File: src/rtl/hiscore_xfer.sv
// hiscore_xfer: initiator for the core's high-score RAM port (SAVE: RAM -> host stream, LOAD: host stream -> RAM)
// Ports:
//   clk_49m, reset_n           system clock, asynchronous active-low reset
//   start_save, start_load     1-cycle start pulses (SAVE wins if both)
//   abort                      level, ends the current transfer and sets err
//   hs_address, hs_data_in     address / write data to the core
//   hs_data_out                read data from the core (RD_LAT cycles after address)
//   hs_write, hs_access        write strobe / port ownership request
//   up_data, up_valid, up_ready    SAVE byte stream to the host
//   dn_data, dn_valid, dn_ready    LOAD byte stream from the host
//   busy, done, err            status: in progress, end-of-transfer pulse, sticky abort flag
module hiscore_xfer #(
    parameter int                ADDR_W    = 11,
    parameter logic [ADDR_W-1:0] BASE_ADDR = '0,
    parameter int                LENGTH    = 64,
    parameter int                ACQ_CYC   = 4,
    parameter int                RD_LAT    = 2
) (
    input  logic              clk_49m,
    input  logic              reset_n,
    input  logic              start_save,
    input  logic              start_load,
    input  logic              abort,
    output logic [ADDR_W-1:0] hs_address,
    output logic [7:0]        hs_data_in,
    input  logic [7:0]        hs_data_out,
    output logic              hs_write,
    output logic              hs_access,
    output logic [7:0]        up_data,
    output logic              up_valid,
    input  logic              up_ready,
    input  logic [7:0]        dn_data,
    input  logic              dn_valid,
    output logic              dn_ready,
    output logic              busy,
    output logic              done,
    output logic              err
);
    typedef enum logic [2:0] {IDLE, ACQ, RD_WAIT, RD_PUSH, WR_WAIT, WR_STB, NEXT, REL} state_t;
    localparam int CNT_W   = $clog2(LENGTH + 1);
    localparam int TMR_MAX = ACQ_CYC > RD_LAT ? ACQ_CYC : RD_LAT + 1;
    localparam int TMR_W   = $clog2(TMR_MAX + 1);
    state_t             state;
    logic               save;
    logic [CNT_W-1:0]   cnt;
    logic [TMR_W-1:0]   tmr;
    // Control outputs decode the state register only, so they fall together
    // with the asynchronous reset and never combinationally follow an input.
    assign busy      = state != IDLE;
    assign hs_access = state != IDLE && state != REL;
    assign up_valid  = state == RD_PUSH;
    assign dn_ready  = state == WR_WAIT;
    assign hs_write  = state == WR_STB;
    assign done      = state == REL;
    // hs_address doubles as the byte pointer; it wraps naturally at 2**ADDR_W.
    // RD_WAIT spans RD_LAT+1 cycles so the capture edge lands on the cycle in
    // which the core's read data for the current address is valid.
    always_ff @(posedge clk_49m or negedge reset_n) begin
        if (!reset_n) begin
            state      <= IDLE;
            save       <= 1'b0;
            cnt        <= '0;
            tmr        <= '0;
            hs_address <= BASE_ADDR;
            hs_data_in <= '0;
            up_data    <= '0;
            err        <= 1'b0;
        end else if (abort && state != IDLE && state != REL) begin
            state <= REL;
            err   <= 1'b1;
        end else begin
            case (state)
                IDLE: if (start_save || start_load) begin
                    state      <= ACQ;
                    save       <= start_save;
                    err        <= 1'b0;
                    cnt        <= '0;
                    tmr        <= '0;
                    hs_address <= BASE_ADDR;
                end
                ACQ: if (tmr == TMR_W'(ACQ_CYC - 1)) begin
                    tmr   <= '0;
                    state <= save ? RD_WAIT : WR_WAIT;
                end else begin
                    tmr <= tmr + 1'b1;
                end
                RD_WAIT: if (tmr == TMR_W'(RD_LAT)) begin
                    tmr     <= '0;
                    up_data <= hs_data_out;
                    state   <= RD_PUSH;
                end else begin
                    tmr <= tmr + 1'b1;
                end
                RD_PUSH: if (up_ready) state <= NEXT;
                WR_WAIT: if (dn_valid) begin
                    hs_data_in <= dn_data;
                    state      <= WR_STB;
                end
                WR_STB: state <= NEXT;
                NEXT: begin
                    cnt <= cnt + 1'b1;
                    if (cnt == CNT_W'(LENGTH - 1)) begin
                        state <= REL;
                    end else begin
                        hs_address <= hs_address + 1'b1;
                        state      <= save ? RD_WAIT : WR_WAIT;
                    end
                end
                REL: state <= IDLE;
                default: state <= IDLE;
            endcase
        end
    end
endmodule
File: config.mk
export PLATFORM = sky130hd
export DESIGN_NAME = hiscore_xfer
export DESIGN_NICKNAME = d
export VERILOG_FILES = /design/src/rtl/hiscore_xfer.sv
export SDC_FILE = /design/constraint.sdc
export NUM_CORES = 1
export LEC_CHECK = 0
export ABC_AREA = 1
export BUFFER_PORTS_ARGS = -buffer_cell sky130_fd_sc_hd__buf_2
export CELL_PAD_IN_SITES_DETAIL_PLACEMENT = 1
export CELL_PAD_IN_SITES_GLOBAL_PLACEMENT = 1
export CORE_UTILIZATION = 36
export DETAILED_ROUTE_END_ITERATION = 10
export PLACE_DENSITY = 0.73
export SETUP_SLACK_MARGIN = 0.05
export SYNTH_ARGS = -nofsm -noshare
export SYNTH_HDL_FRONTEND = slang
export SYNTH_SLANG_ARGS = --single-unit
File: constraint.sdc
create_clock -name clk_49m -period 2.75 [get_ports clk_49m]
set_input_delay 0.1375 -clock clk_49m [delete_from_list [all_inputs] [get_ports clk_49m]]
set_output_delay 0.1375 -clock clk_49m [all_outputs]
set_load 0.01 [all_outputs]
# Word level (Yosys, flattened, before mapping)
# Cells that the tools add are included.
# word_totals
elab_cells	69
latch_bits	0
input_bits	23
ram_bits	0
romBits	0
mem_count	0
register_bits	42
# classes
multipliers	0
n_bitwise	1
n_addsub	3
n_lt_le_gt_ge	0
mux	21
eq_ne	18
reduce_logical	18
n_div	0
shifts	0
# op_table
op	count
2-to-1 mux 3 bit	11
case mux 3 bit (8 select lines)	1
2-to-1 mux 11 bit	2
case mux 11 bit (2 select lines)	1
AND reduction 3 bit	5
case mux 7 bit (2 select lines)	1
== test 3 x 2 -> 1 bit (second input constant)	4
== test 3 bit (second input constant)	4
inequality test 3 bit (second input constant)	4
adder 11 x 1 -> 11 bit (second input constant)	1
case mux 3 bit (3 select lines)	1
adder 7 x 1 -> 7 bit (second input constant)	1
== test 7 x 6 -> 1 bit (second input constant)	1
2-to-1 mux 7 bit	1
nonzero test 2 bit	3
nonzero test 3 bit	2
AND reduction 5 bit	1
inequality test 2 bit (second input constant)	2
AND reduction 4 bit	1
adder 3 x 1 -> 3 bit (second input constant)	1
== test 3 x 1 -> 1 bit (second input constant)	1
logical AND 1 bit	3
zero test 3 bit	1
2-to-1 mux 1 bit	3
5 further kinds	5

# Logic depth before layout (Yosys ltp)
# depth
ltp_word	5
depth_mapped	9
ltp_nobuf	9

# Least setup slack after synthesis
# OpenSTA, ideal clock, no wires.
# synth_timing
kind	reg2reg
start	register cnt[0]
end	register hs_address[0]
arrival_ns	1.402
setup_time_ns	0.076
synth_period_minus_slack_ns	1.479
path_buffers	1
setup_slack_ns	1.271
required_time_ns	2.674
stages_incl_launch_ff	9
path_cell_list	dfrtp_1 ha_1 inv_1 nor2_1 nand3_1 nand3_4 buf_6 nand2_1 o21ai_1
# synth_between
elab_chain_cells	3
# synth_lines
element	line_no	text
start, declared	45	logic [CNT_W-1:0] cnt;
start signal, assigned	101	cnt <= cnt + 1'b1;
== test 7 x 6 -> 1 bit	102	if (cnt == CNT_W'(LENGTH - 1)) begin
inequality test 2 bit (no line)	-	
AND reduction 4 bit (no line)	-	
end signal, assigned	105	hs_address <= hs_address + 1'b1;
end, declared	24	output logic [ADDR_W-1:0] hs_address,
# Every way passes these cells.
# A chain may end at the register's enable or synchronous reset.

# Worst setup path after layout
# layout_timing
start	register state[0]
end	register hs_address[10]
# layout_between
elab_chain_cells	5
# layout_lines
element	line_no	text
start, declared	43	state_t state;
start signal, assigned	83	state <= save ? RD_WAIT : WR_WAIT;
start signal, assigned	106	state <= save ? RD_WAIT : WR_WAIT;
parallel branches: the longest is 5 deep, another holds AND reduction 4 bit	-	
# Several ways; the timed one is not identified.

==> key figures <==
Power
  • Net Sw Frac: 43.27%
  • Seq pwr share: 39.0%
  • Cell Pwr Density: ~930 nW/µm²
  • Comb pwr share: a little over two fifths
  • Max VDD drop: roughly 460 µV
  • Pint: approximately 0.0015 W
  • Design Power: between 0.002 and 0.003 W
  • Lkg Pwr: ~1.5 nW
  • Switching power: 0.001130 W
  • Clock share of power: 19.4%

Finish
  • # diodes: 0
  • Syn-to-layout area delta: 18.40%
  • Fillers: between 800 and 900
  • Nets: about 400
  • Ratio of cells with drive above 1 in the final layout: 22.07%

Yosys
  • Synth top area share: 44.28%
  • Main synth FF type: dfrtp_1
  • Sequential fraction of the synthesis area: 44.28%
  • Cells after Synth: 311
  • Synth warn: 0
  • Avg Synthesized Cell Area: 7.632 µm²
  • Share of synthesized flip-flops with an asynchronous set or reset: 100.0%
  • Syn Nets: 340
  • Synth unique cells: 32
  • Post-synth top cells: nand2_1, dfrtp_1, inv_1
  • Synthesized flop and latch total: 42
  • Yosys top cell by area: dfrtp_1
  • EDFF count, synth: 0
  • Most instantiated library cell after synthesis: nand2_1
  • Largest cells by area after synthesis: dfrtp_1, nand2_1, inv_1
  • Syn Std Cell Area: 2374 µm²

Global route
  • Global-route wire length before repair: between 10000 and 15000 µm
  • GRT overflow: 0
  • Initial antenna violation count: 0
  • Vias in the first global route: roughly 2.2k
  • GRT Overall Usage: 17.98%
  • Largest net degree at the start of global routing: 43

Place
  • RePlAce Congestion: 0.8109
  • Port bufs: 56
  • Post-DP HPWL: 4423 µm

Clock network
  • Htree depth: 2
  • Clock tree from TritonCTS: yes
  • Post CTS Setup Buffer Count: 0
  • Clk Latency, worst-skew pair: about 300 ps
  • Total CTS buffers: 5
  • Post-CTS sizing: 0
  • CTS max path bufs: 2
  • CTS Sinks: 42
  • Number of hold buffers added after CTS: 0
  • Clock-pin slew on the worst setup and hold paths: roughly 90 ps
  • Root Buffer Master: clkbuf_8

Timing
  • Max Slew Vio Count: 0
  • Setup violations, final: 0
  • Final hold viol count: 21
  • Final hold slack: -33.15 ps
  • Setup TNS: 0 ps
  • Worst slew margin: 35.48%
  • Crit path time final: between 2000 and 2500 ps
  • Worst-Margin Slew: 967.8 ps
  • Setup Skew: 4.286 ps
  • Final period util: 73.50%
  • Fmax: roughly 0.49 GHz
  • Unrepaired setup endpoints after global routing: no

Floorplan
  • Starting Density: 37.38%
  • I/O pins: between 50 and 60
  • DIE HEIGHT: 83.20 µm
  • Die width: around 83 µm
  • Site Rows: 29
  • DIE AREA: 6922 µm²
  • Core box area: 6350 µm²

Status
  • Violated checks: negative hold slack
  • Run status: finished with violations

Routing
  • Vias per inst: 4.865
  • Drt initial violations: 79
  • TritonRoute pass-1 iters: 4
  • Routed Antenna Nets: 0
  • Routed via count: 2160
  • Total wire length: 5741 µm
  • Residual DRC: 0
  • Post-DR wirelength/cell: 12.93 µm

Min path
  • Hold/Removal Path Class: in2async

Worst setup path
  • CP max FO: 16
  • Critical Path AT: 2210 ps
  • CP Capture Type: flip-flop
  • Setup Crit Path Kind: reg2reg
  • Worst Setup Start Kind: flip-flop
  • Worst Path Required: ~3000 ps
  • R2R depth: 7

Flow run
  • Max Cap Violations: 0
sequential cells by signal, summed over array words and instances, names as in the netlist:
signal,cells
state,3
hs_data_in,8
up_data,8
hs_address,11
save,1
cnt,7
err,1
tmr,3
per-stage QoR:
| stage | std cells | utilization, % | setup WS, ps | cell area (µm²) |
|---|---|---|---|---|
| after CTS | 444 | 44.26 | 686.8 | 2810 |
| after floorplan | 311 | - | 1271 | 2374 |
| final | 444 | 44.26 | 728.8 | 2810 |
| after detailed placement | 436 | 42.46 | 682.2 | 2696 |
| after global routing | 444 | 44.26 | 521.1 | 2810 |
| after global placement | 436 | 42.46 | 760.6 | 2696 |
power by group through the flow:
stage	registers (W)	logic, W	clock network (W)
after floorplan	0.00103	0.000743	0
after global placement	0.00102	0.00108	0
after detailed placement	0.00103	0.00111	0
after CTS	0.00102	0.00111	0.000528
after global routing	0.00105	0.00124	0.000540
final	0.00102	0.00109	0.000506
cells in the final DEF, fill, tap and decap left out, types with 6 or more instances in the layout:
| cell | count |
|---|---|
| nand3_1 | 26 |
| inv_1 | 42 |
| ha_1 | 6 |
| dfrtp_1 | 42 |
| o21ai_0 | 22 |
| o21ai_1 | 10 |
| buf_2 | 56 |
| nand4_1 | 7 |
| nand2_1 | 92 |
| nor2_1 | 23 |
cell families after synthesis:
logic type	share of synthesized area (%)
simple gates	30.79
buf+inv	9.541
flops	44.28
fa+ha+maj	3.163
compound gates	9.648
xor+xnor	2.583
critical path, stage by stage, from the launching register on:
cell and delay [ps]:
dfrtp_1 510, inv_1 120, nand3_1 70, buf_4 190, inv_1 320, nand3_1 300
nand3_4 270, o21ai_0 120
path summary, 6_finish.rpt:
path,start,to,slack [ps]
setup / recovery,state[0],hs_address[10],730
hold / removal,reset_n,cnt[3],-30
setup reg to reg,state[0],hs_address[10],730
hold reg to reg,hs_data_in[4],hs_data_in[4],490
max in group asynchronous,reset_n,hs_address[9],2170
min in group clk_49m,dn_data[2],hs_data_in[2],60
layout make-up:
class                      count  area (µm²)  area share, %
tap                           77       96.34          3.428
sequential                    42        1051          37.40
timing repair buffer          57       287.8          10.24
clock inverter                 3       45.04          1.603
multi-input combinational    216        1096          39.00
clock buffer                   5       68.82          2.449
inverter                      44       165.2          5.877
metal layers:
layer	GRT usage, %	routed length, µm	vias to the layer above
met4	3.762	48	0
met1	22.72	2701	1019
met5	0	0	-
met3	5.169	322	6
li1	-	-	1087
met2	30.55	2668	48
Power figures use the tool's default switching activity.
